## config.mk

```make
export PLATFORM = sky130hd
export DESIGN_NAME = fetch_align_queue
export DESIGN_NICKNAME = d
export VERILOG_FILES = /design/src/rtl/fetch_pkg.sv /design/src/rtl/fetch_line_extract.sv /design/src/rtl/fetch_align_queue.sv
export SDC_FILE = /design/constraint.sdc
export NUM_CORES = 2
export LEC_CHECK = 0
export ABC_CLOCK_PERIOD_IN_PS = 9550
export CAP_MARGIN = 20
export CORE_ASPECT_RATIO = 1.1
export CORE_MARGIN = 2
export CORE_UTILIZATION = 45
export DETAILED_ROUTE_END_ITERATION = 10
export PLACE_DENSITY = 0.7
export SLEW_MARGIN = 20
export SYNTH_ARGS = -nofsm -noshare
export SYNTH_HDL_FRONTEND = slang
export SYNTH_SLANG_ARGS = --single-unit
```

## constraint.sdc

```tcl
create_clock -name clk -period 9.55 [get_ports clk]
set_clock_uncertainty 0.15 [all_clocks]
set_input_delay 1.91 -clock clk [delete_from_list [all_inputs] [get_ports clk]]
set_output_delay 1.91 -clock clk [all_outputs]
set_load 0.1 [all_outputs]
```

## src/rtl/fetch_pkg.sv

```systemverilog
// Shared fetch-side constants and helpers used by the aligner, its line
// extractor and, downstream, decode.
package fetch_pkg;

  localparam int INST_W = 32;

  // Canonical LoongArch NOP (andi r0, r0, 0), for decode-side bubble insertion.
  localparam logic [INST_W-1:0] LOONGARCH_NOP = 32'h0340_0000;

  // $clog2 that never returns 0, so single-entry parameters still give a
  // legal 1-bit index.
  function automatic int clog2_min1(input int value);
    return (value <= 2) ? 1 : $clog2(value);
  endfunction

endpackage

```

## src/rtl/fetch_line_extract.sv

```systemverilog
// Combinational line aligner: shifts a cache line down so word[offset] lands
// in slot 0, and reports how many words remain to the end of the line.
module fetch_line_extract
  import fetch_pkg::*;
#(
  parameter  int LINE_WORDS = 4,
  localparam int OFF_W      = clog2_min1(LINE_WORDS),
  localparam int N_W        = $clog2(LINE_WORDS) + 1
) (
  input  logic [LINE_WORDS*INST_W-1:0] line_data,
  input  logic [OFF_W-1:0]             offset,
  output logic [LINE_WORDS*INST_W-1:0] words,
  output logic [N_W-1:0]               push_n
);

  // Upper slots fill with zeros; the queue only writes the first push_n.
  assign words  = line_data >> (offset * INST_W);
  assign push_n = N_W'(LINE_WORDS) - N_W'(offset);

endmodule

```

## src/rtl/fetch_align_queue.sv

```systemverilog
// Fetch aligner and circular instruction queue between the I-cache read port
// and decode: one line in per cycle, up to FETCH_WIDTH instructions out.
module fetch_align_queue
  import fetch_pkg::*;
#(
  parameter  int LINE_WORDS  = 4,
  parameter  int FETCH_WIDTH = 2,
  parameter  int DEPTH       = 8,
  parameter  int PC_W        = 32,
  localparam int OFF_W       = clog2_min1(LINE_WORDS)
) (
  input  logic                          clk,
  input  logic                          rstn,
  input  logic                          flush,
  input  logic                          line_valid,
  output logic                          line_ready,
  input  logic [LINE_WORDS*INST_W-1:0]  line_data,
  input  logic [OFF_W-1:0]              offset,
  input  logic [PC_W-1:0]               line_pc,
  output logic [FETCH_WIDTH-1:0]        out_valid,
  output logic [FETCH_WIDTH*INST_W-1:0] out_inst,
  output logic [FETCH_WIDTH*PC_W-1:0]   out_pc,
  input  logic                          out_ready
);

  localparam int PTR_W = clog2_min1(DEPTH);
  localparam int CNT_W = PTR_W + 1;
  localparam int N_W   = $clog2(LINE_WORDS) + 1;

  logic [INST_W-1:0] inst_mem [DEPTH];
  logic [PC_W-1:0]   pc_mem   [DEPTH];

  logic [PTR_W-1:0] head, tail;
  logic [CNT_W-1:0] count;

  logic [LINE_WORDS*INST_W-1:0] words;
  logic [N_W-1:0]               push_n;
  logic [CNT_W-1:0]             pop_n;
  logic                         push;

  fetch_line_extract #(
    .LINE_WORDS (LINE_WORDS)
  ) u_extract (
    .line_data (line_data),
    .offset    (offset),
    .words     (words),
    .push_n    (push_n)
  );

  // Room for a whole line is required even when only part of it is wanted,
  // so line_ready depends on registered count alone.
  assign line_ready = (count <= CNT_W'(DEPTH - LINE_WORDS));
  assign push       = line_valid && line_ready && !flush;

  always_comb begin
    pop_n = '0;
    if (out_ready) begin
      pop_n = (count >= CNT_W'(FETCH_WIDTH)) ? CNT_W'(FETCH_WIDTH) : count;
    end
  end

  // NOTE: storage has no reset; validity is carried entirely by count, so
  // stale entries are never observable and the array maps to plain RAM.
  always_ff @(posedge clk) begin
    for (int j = 0; j < LINE_WORDS; j++) begin
      if (push && (N_W'(j) < push_n)) begin
        inst_mem[tail + PTR_W'(j)] <= words[j*INST_W +: INST_W];
        pc_mem[tail + PTR_W'(j)]   <= line_pc + PC_W'(4 * j);
      end
    end
  end

  // NOTE: all state here uses non-blocking assignments so every register
  // samples pre-edge values, which is what makes push and pop in the same
  // cycle see the old contents.
  always_ff @(posedge clk or negedge rstn) begin
    if (!rstn) begin
      head  <= '0;
      tail  <= '0;
      count <= '0;
    end else if (flush) begin
      head  <= '0;
      tail  <= '0;
      count <= '0;
    end else begin
      head  <= head + PTR_W'(pop_n);
      if (push) begin
        tail <= tail + PTR_W'(push_n);
      end
      count <= count + (push ? CNT_W'(push_n) : '0) - pop_n;
    end
  end

  // NOTE: every output gets a default before the loop so the block stays
  // purely combinational with no inferred latch on invalid lanes.
  always_comb begin
    out_valid = '0;
    out_inst  = '0;
    out_pc    = '0;
    for (int k = 0; k < FETCH_WIDTH; k++) begin
      if (CNT_W'(k) < count) begin
        out_valid[k]                = 1'b1;
        out_inst[k*INST_W +: INST_W] = inst_mem[head + PTR_W'(k)];
        out_pc[k*PC_W +: PC_W]       = pc_mem[head + PTR_W'(k)];
      end
    end
  end

endmodule

```

# Word level (Yosys, flattened, before mapping)
# Memories as Yosys holds them, arrays and structs flattened.
# Cells that the tools add are included.
dict set report totals {
  regBits 10
  ramBits 512
  input_bits 167
  out_inout_bits 131
  elab_cells 55
  mem_count 2
}
dict set report classes {
  addsub 12
  order_cmp 8
  n_shift 1
  muxes 21
  reduce_logical 8
}
# name depth width rd rd_clocked_by_memory_dff write_ports line
set memory_table {}
lappend memory_table {inst_mem 8 32 2 0 4 fetch_align_queue.sv:30} ;# logic [INST_W-1:0] inst_mem [DEPTH];
lappend memory_table {pc_mem 8 32 2 0 4 fetch_align_queue.sv:31} ;# logic [PC_W-1:0] pc_mem [DEPTH];
# cell count
set ops {}
lappend ops {{two-way mux 32 bit} 4}
lappend ops {{right shift 128 x 7 -> 128 bit} 1}
lappend ops {{adder 32 x 4 -> 32 bit, second input constant} 2}
lappend ops {{adder 32 x 3 -> 32 bit, second input constant} 1}
lappend ops {{two-way mux 3 bit} 4}
lappend ops {{two-way mux 4 bit} 3}
lappend ops {{two-way mux 1 bit} 10}
lappend ops {{less-than comparator 1 x 4 -> 1 bit, first input constant} 2}
lappend ops {{adder 3 x 1 -> 3 bit, second input constant} 2}
lappend ops {{adder 3 x 2 -> 3 bit, second input constant} 2}
lappend ops {{adder 3 bit} 2}
lappend ops {{logical AND 1 bit} 6}
lappend ops {{less-than comparator 1 x 3 -> 1 bit, first input constant} 2}
lappend ops {{less-than comparator 2 x 3 -> 1 bit, first input constant} 2}
lappend ops {{adder 4 x 3 -> 4 bit} 1}
lappend ops {{>= comparator 4 x 2 -> 1 bit, second input constant} 1}
lappend ops {{<= comparator 4 x 3 -> 1 bit, second input constant} 1}
lappend ops {{subtractor 4 bit} 1}
lappend ops {{subtractor 3 x 2 -> 3 bit, first input constant} 1}
lappend ops {{nonzero test 2 bit} 1}
lappend ops {{logical NOT 1 bit} 1}

# Depth between registers and ports, before layout
dict set report depth {
  word_depth 7
  ltp_mapped 13
  depth_no_buf 11
}

# Cells and area by module
# Synthesis repeated with hierarchy kept, for this count alone.
dict set report hier_totals {
  cells_unflattened 4441
  area_unflattened_um2 44032.2
}
# module n_inst cells_per_inst area_per_inst_um2 seq_area_each_um2
set by_module_without_submodules {}
lappend by_module_without_submodules {fetch_align_queue 1 4183 41945.2 15625.0}
lappend by_module_without_submodules {fetch_line_extract 1 258 2087.0 0.0}

# Worst setup path before layout
# No wires, ideal clock.
dict set report synth_path {
  kind {input port to flip-flop}
  from {input offset[0]}
  to {memory inst_mem[1][0] (enable)}
  arrival_ps 7694
  path_slack_ps 1132
  cell_stages 7
  cell_sequence {clkbuf_1 -> clkbuf_1 -> clkbuf_1 -> inv_1 -> nand2_1 -> nand3_1 -> o21ai_0}
}
# item line
set synth_lines {}
lappend synth_lines {{start, declared} fetch_align_queue.sv:18} ;# input logic [OFF_W-1:0] offset,
lappend synth_lines {{end, declared} fetch_align_queue.sv:30}

# Final worst setup path
dict set report layout_path {
  from {register head[0]}
  to {output out_inst[62]}
}
dict set report layout_between {
  elab_chain_cells 3
}
# item line
set layout_rtl {}
lappend layout_rtl {{start, declared} fetch_align_queue.sv:33} ;# logic [PTR_W-1:0] head, tail;
lappend layout_rtl {{start signal, assigned} fetch_align_queue.sv:86} ;# head <= head + PTR_W'(pop_n);
lappend layout_rtl {{adder 3 x 1 -> 3 bit} fetch_align_queue.sv:103} ;# out_inst[k*INST_W +: INST_W] = inst_mem[head + PTR_W'(k)];
lappend layout_rtl {{memory read (8 x 32 bit)} -}
lappend layout_rtl {{two-way mux 32 bit} fetch_align_queue.sv:101} ;# if (CNT_W'(k) < count) begin
lappend layout_rtl {{end, declared} fetch_align_queue.sv:21} ;# output logic [FETCH_WIDTH*INST_W-1:0] out_inst,
# Every way passes these cells.

==> impl_metrics.py <==
metrics = {
    "status": {
        "status": "finished, violations left",
        "violations": "DRC",
    },
    "synth": {
        "synth.distinct_cells": 72,
        "number_of_synthesized_flops_with_an_enable_pin": 512,
        "mapped_avg_cell_area_um2": 9.59,
        "mappedNetlistNets": 4502,
        "synth_ff_type": "edfxtp_1",
        "share_of_synthesized_area_occupied_by_flip_flops_and_latches_pct": 37.8,
        "postSynth.asyncResetShare_pct": 1.92,
        "synth_seq_cells": 522,
        "synth.cell_area_um2": 41400,
        "ys.warnings.count": 0,
        "synthesis.instances": 4314,
    },
    "sta": {
        "unrepaired_setup_endpoints_after_global_routing": "false",
        "final.min_clock_period_ns": 7.19,
        "worst_slew_pin_slew_ns": 1.28,
        "hold_slack_ns": 0.612,
        "fin_crit_sh_pct": 75.3,
        "fin_hold_viols": 0,
        "final_max_slew_viol_count": 0,
        "fin_ws_ns": 2.36,
        "finalSetupTns_ns": 0,
        "slew_headroom_pct": 14.0,
        "maxClockFrequency_ghz": 0.139,
        "final-setup-viol-count": 0,
    },
    "min_path": {
        "worst_hold_path_type": "flip-flop to flip-flop",
        "hp-start": "tail[1]$_DFFE_PN0P_",
    },
    "global_routing": {
        "number_of_antenna_violations_at_the_first_check_in_global_routing": 17,
        "grt_first_pass_wirelength_um": 265000,
        "grt_max_degree": 151,
        "vias_in_the_first_global_route": 39229,
        "globalRoute.totalOverflow": 0,
        "global_route.usage.total_pct": 38.1,
    },
    "routing": {
        "ant_nets": 0,
        "vias": 40980,
        "drt_iter0_drc": 8418,
        "vias_per_cell": 7.39,
        "remaining_drc_errors": 2,
        "firstDrtPassIters": 11,
        "routedWlPerCell_um": 33.2,
        "finalWirelength_um": 184000,
    },
    "clocking": {
        "clkSinkCount": 522,
        "ctsHtreeMaxLevel": 2,
        "clock_latency_at_the_later_pin_of_the_worst_skew_pair_ns": 0.66,
        "cts_root_buf": "clkbuf_16",
        "hold_buffer_count_at_cts": 0,
        "tritoncts_clock_tree": "yes",
        "post_cts_resized": 0,
        "postCtsSetupRepairBufs": 0,
        "clock_path_buffers": 3,
        "clk_pin_slew_worst_paths_ns": 0.06,
        "cts-buffers-inserted": 54,
    },
    "final_layout": {
        "layout.cells.most_common_list": "nor2_1, edfxtp_1, a21oi_1, nand2_1, o21ai_0",
        "drive_gt1_share_pct": 13.4,
        "area_growth_syn_to_layout_pct": 13.8,
        "layout.nets": 4497,
        "fin_util_pct": 51.8,
        "final_common_cell": "nor2_1",
    },
    "placement": {
        "half_perimeter_wire_length_of_the_detailed_placement_result_um": 110000,
        "pre_cts_slack_ns": 2.96,
        "io_buffers": 297,
        "gp_congestion": 1.06,
    },
    "power": {
        "p_per_area_nw_per_um2": 246,
        "total_power_mw": 11.6,
        "worst_ir_drop_vdd_mv": 0.405,
        "static_leak_nw": 14.2,
    },
    "floorplanning": {
        "die_height_um": 322,
        "floorplan.io_pins": 298,
        "floorplan.die.width_um": 293,
        "core_rows": 116,
        "initial_utilization_pct": 45.5,
        "design.core.area_um2": 91000,
        "floorplan_die_area_um2": 94400,
    },
    "setup_path": {
        "maximum_fanout_along_the_worst_path": 45,
        "critPathRequiredTime_ns": 7.49,
        "r2r_start": "tail[1]$_DFFE_PN0P_",
        "worstSetupStartpoint": "head[0]$_DFF_PN0_",
        "crit_path_end_kind": "primary output",
        "path_class": "flip-flop to primary output",
        "crit_arrival_ns": 5.13,
        "crit_path_start_kind": "flip-flop",
    },
    "job": {
        "max_cap_viol_count": 0,
    },
}
## power breakdown
group / switching [mW] / internal [mW]
registers: 0.150 / 2.79
clock network: 1.01 / 1.24
logic: 4.69 / 1.71
total: 5.85 / 5.74
## synth_stat cells, types with 5 or more instances
cell	count	area [um2]
mux4_2	256	5770
or4_1	5	37.5
buf_1	67	251
mux2i_1	136	1360
o2bb2ai_1	8	70.1
dfrtp_1	10	250
o221ai_1	21	184
nand2_1	324	1220
xor2_1	118	1030
nand4_1	16	100
nand3_1	41	205
o211ai_1	5	37.5
a222oi_1	18	180
a221oi_1	56	490
o21a_1	7	52.6
nor4_1	13	81.3
edfxtp_1	512	15400
a31oi_1	9	56.3
a22o_1	24	210
nor2b_1	5	31.3
a221o_1	6	60.1
ha_1	17	213
or2_2	9	56.3
and4_1	7	61.3
nand2b_1	6	37.5
nor4_2	9	113
buf_2	92	460
xnor2_1	134	1170
nor3_1	25	125
or3_1	11	68.8
o21ai_0	313	1570
o21ai_1	21	105
mux2_2	33	372
a21oi_1	369	1850
nor2_1	687	2580
nor3_2	6	60.1
and2_1	20	125
a22oi_1	285	2140
inv_1	19	71.3
o22ai_1	222	1390
clkbuf_1	312	1170
and3_1	9	56.3
## critical path: stages, from the launching register on
cell and delay, ns:
dfrtp_4 0.73, ha_4 1.09, buf_4 0.63, mux4_2 0.32, nand2_1 0.05, a21oi_1 0.36, clkdlybuf4s50_1 1.21
## sequential cells by signal, summed over array words and instances (netlist names)
register / cells
inst_mem: 256
count: 4
tail: 3
head: 3
pc_mem: 256
## final timing paths
| check | depth (start not counted) | to | slack, ns |
|---|---|---|---|
| worst min register to register | 2 | tail[1]$_DFFE_PN0P_ | 0.61 |
| min in group asynchronous | 1 | tail[0]$_DFFE_PN0P_ | 1.46 |
| max in group asynchronous | 1 | head[2]$_DFF_PN0_ | 7.33 |
| worst max register to register | 11 | inst_mem[1][5]$_DFFE_PP_ | 4.52 |
| worst min-delay path | 2 | tail[1]$_DFFE_PN0P_ | 0.61 |
| worst max-delay path | 6 | out_inst[62] | 2.36 |
## cell type report
class                   count  area (um2)
diodes                     16        40.0
clock inverters            37         374
repair buffers            415        3950
well taps                1180        1480
flip-flops and latches    522       15600
inverters                  19        71.3
fillers                  7968       43900
multi-input cells        3297       24100
clock buffers              63        1430
## cell families (layout without fill, tap and decap cells)
| group | after synthesis | count (layout) | share of synthesized area, % |
|---|---|---|---|
| muxes | 425 | 425 | 18.1 |
| buffers and inverters | 495 | 534 | 4.80 |
| DFF | 522 | 522 | 37.8 |
| xor gates and xnor gates | 254 | 254 | 5.44 |
| and+or+nand+nor | 1214 | 1214 | 12.5 |
| AOI/OAI and AO/OA | 1382 | 1382 | 20.6 |
| other | 1 | 17 | 0.00906 |
| adders and majority gates | 21 | 21 | 0.707 |
## per-stage QoR
stage | instances | area (um2)
floorplan | 4314 | 41400
global placement | 5429 | 45200
detailed placement | 5429 | 45200
CTS | 5529 | 47000
global route | 5538 | 47100
finish | 5549 | 47100
## layer usage
layer	routed length [um]	GRT usage [%]	part of all wire (%)
met1	61700	48.0	33
met4	14900	24.4	8.1
met2	75800	54.0	41
met3	31900	15.4	17
met5	184	0.519	0.10
(Power assumes the default switching activity.)
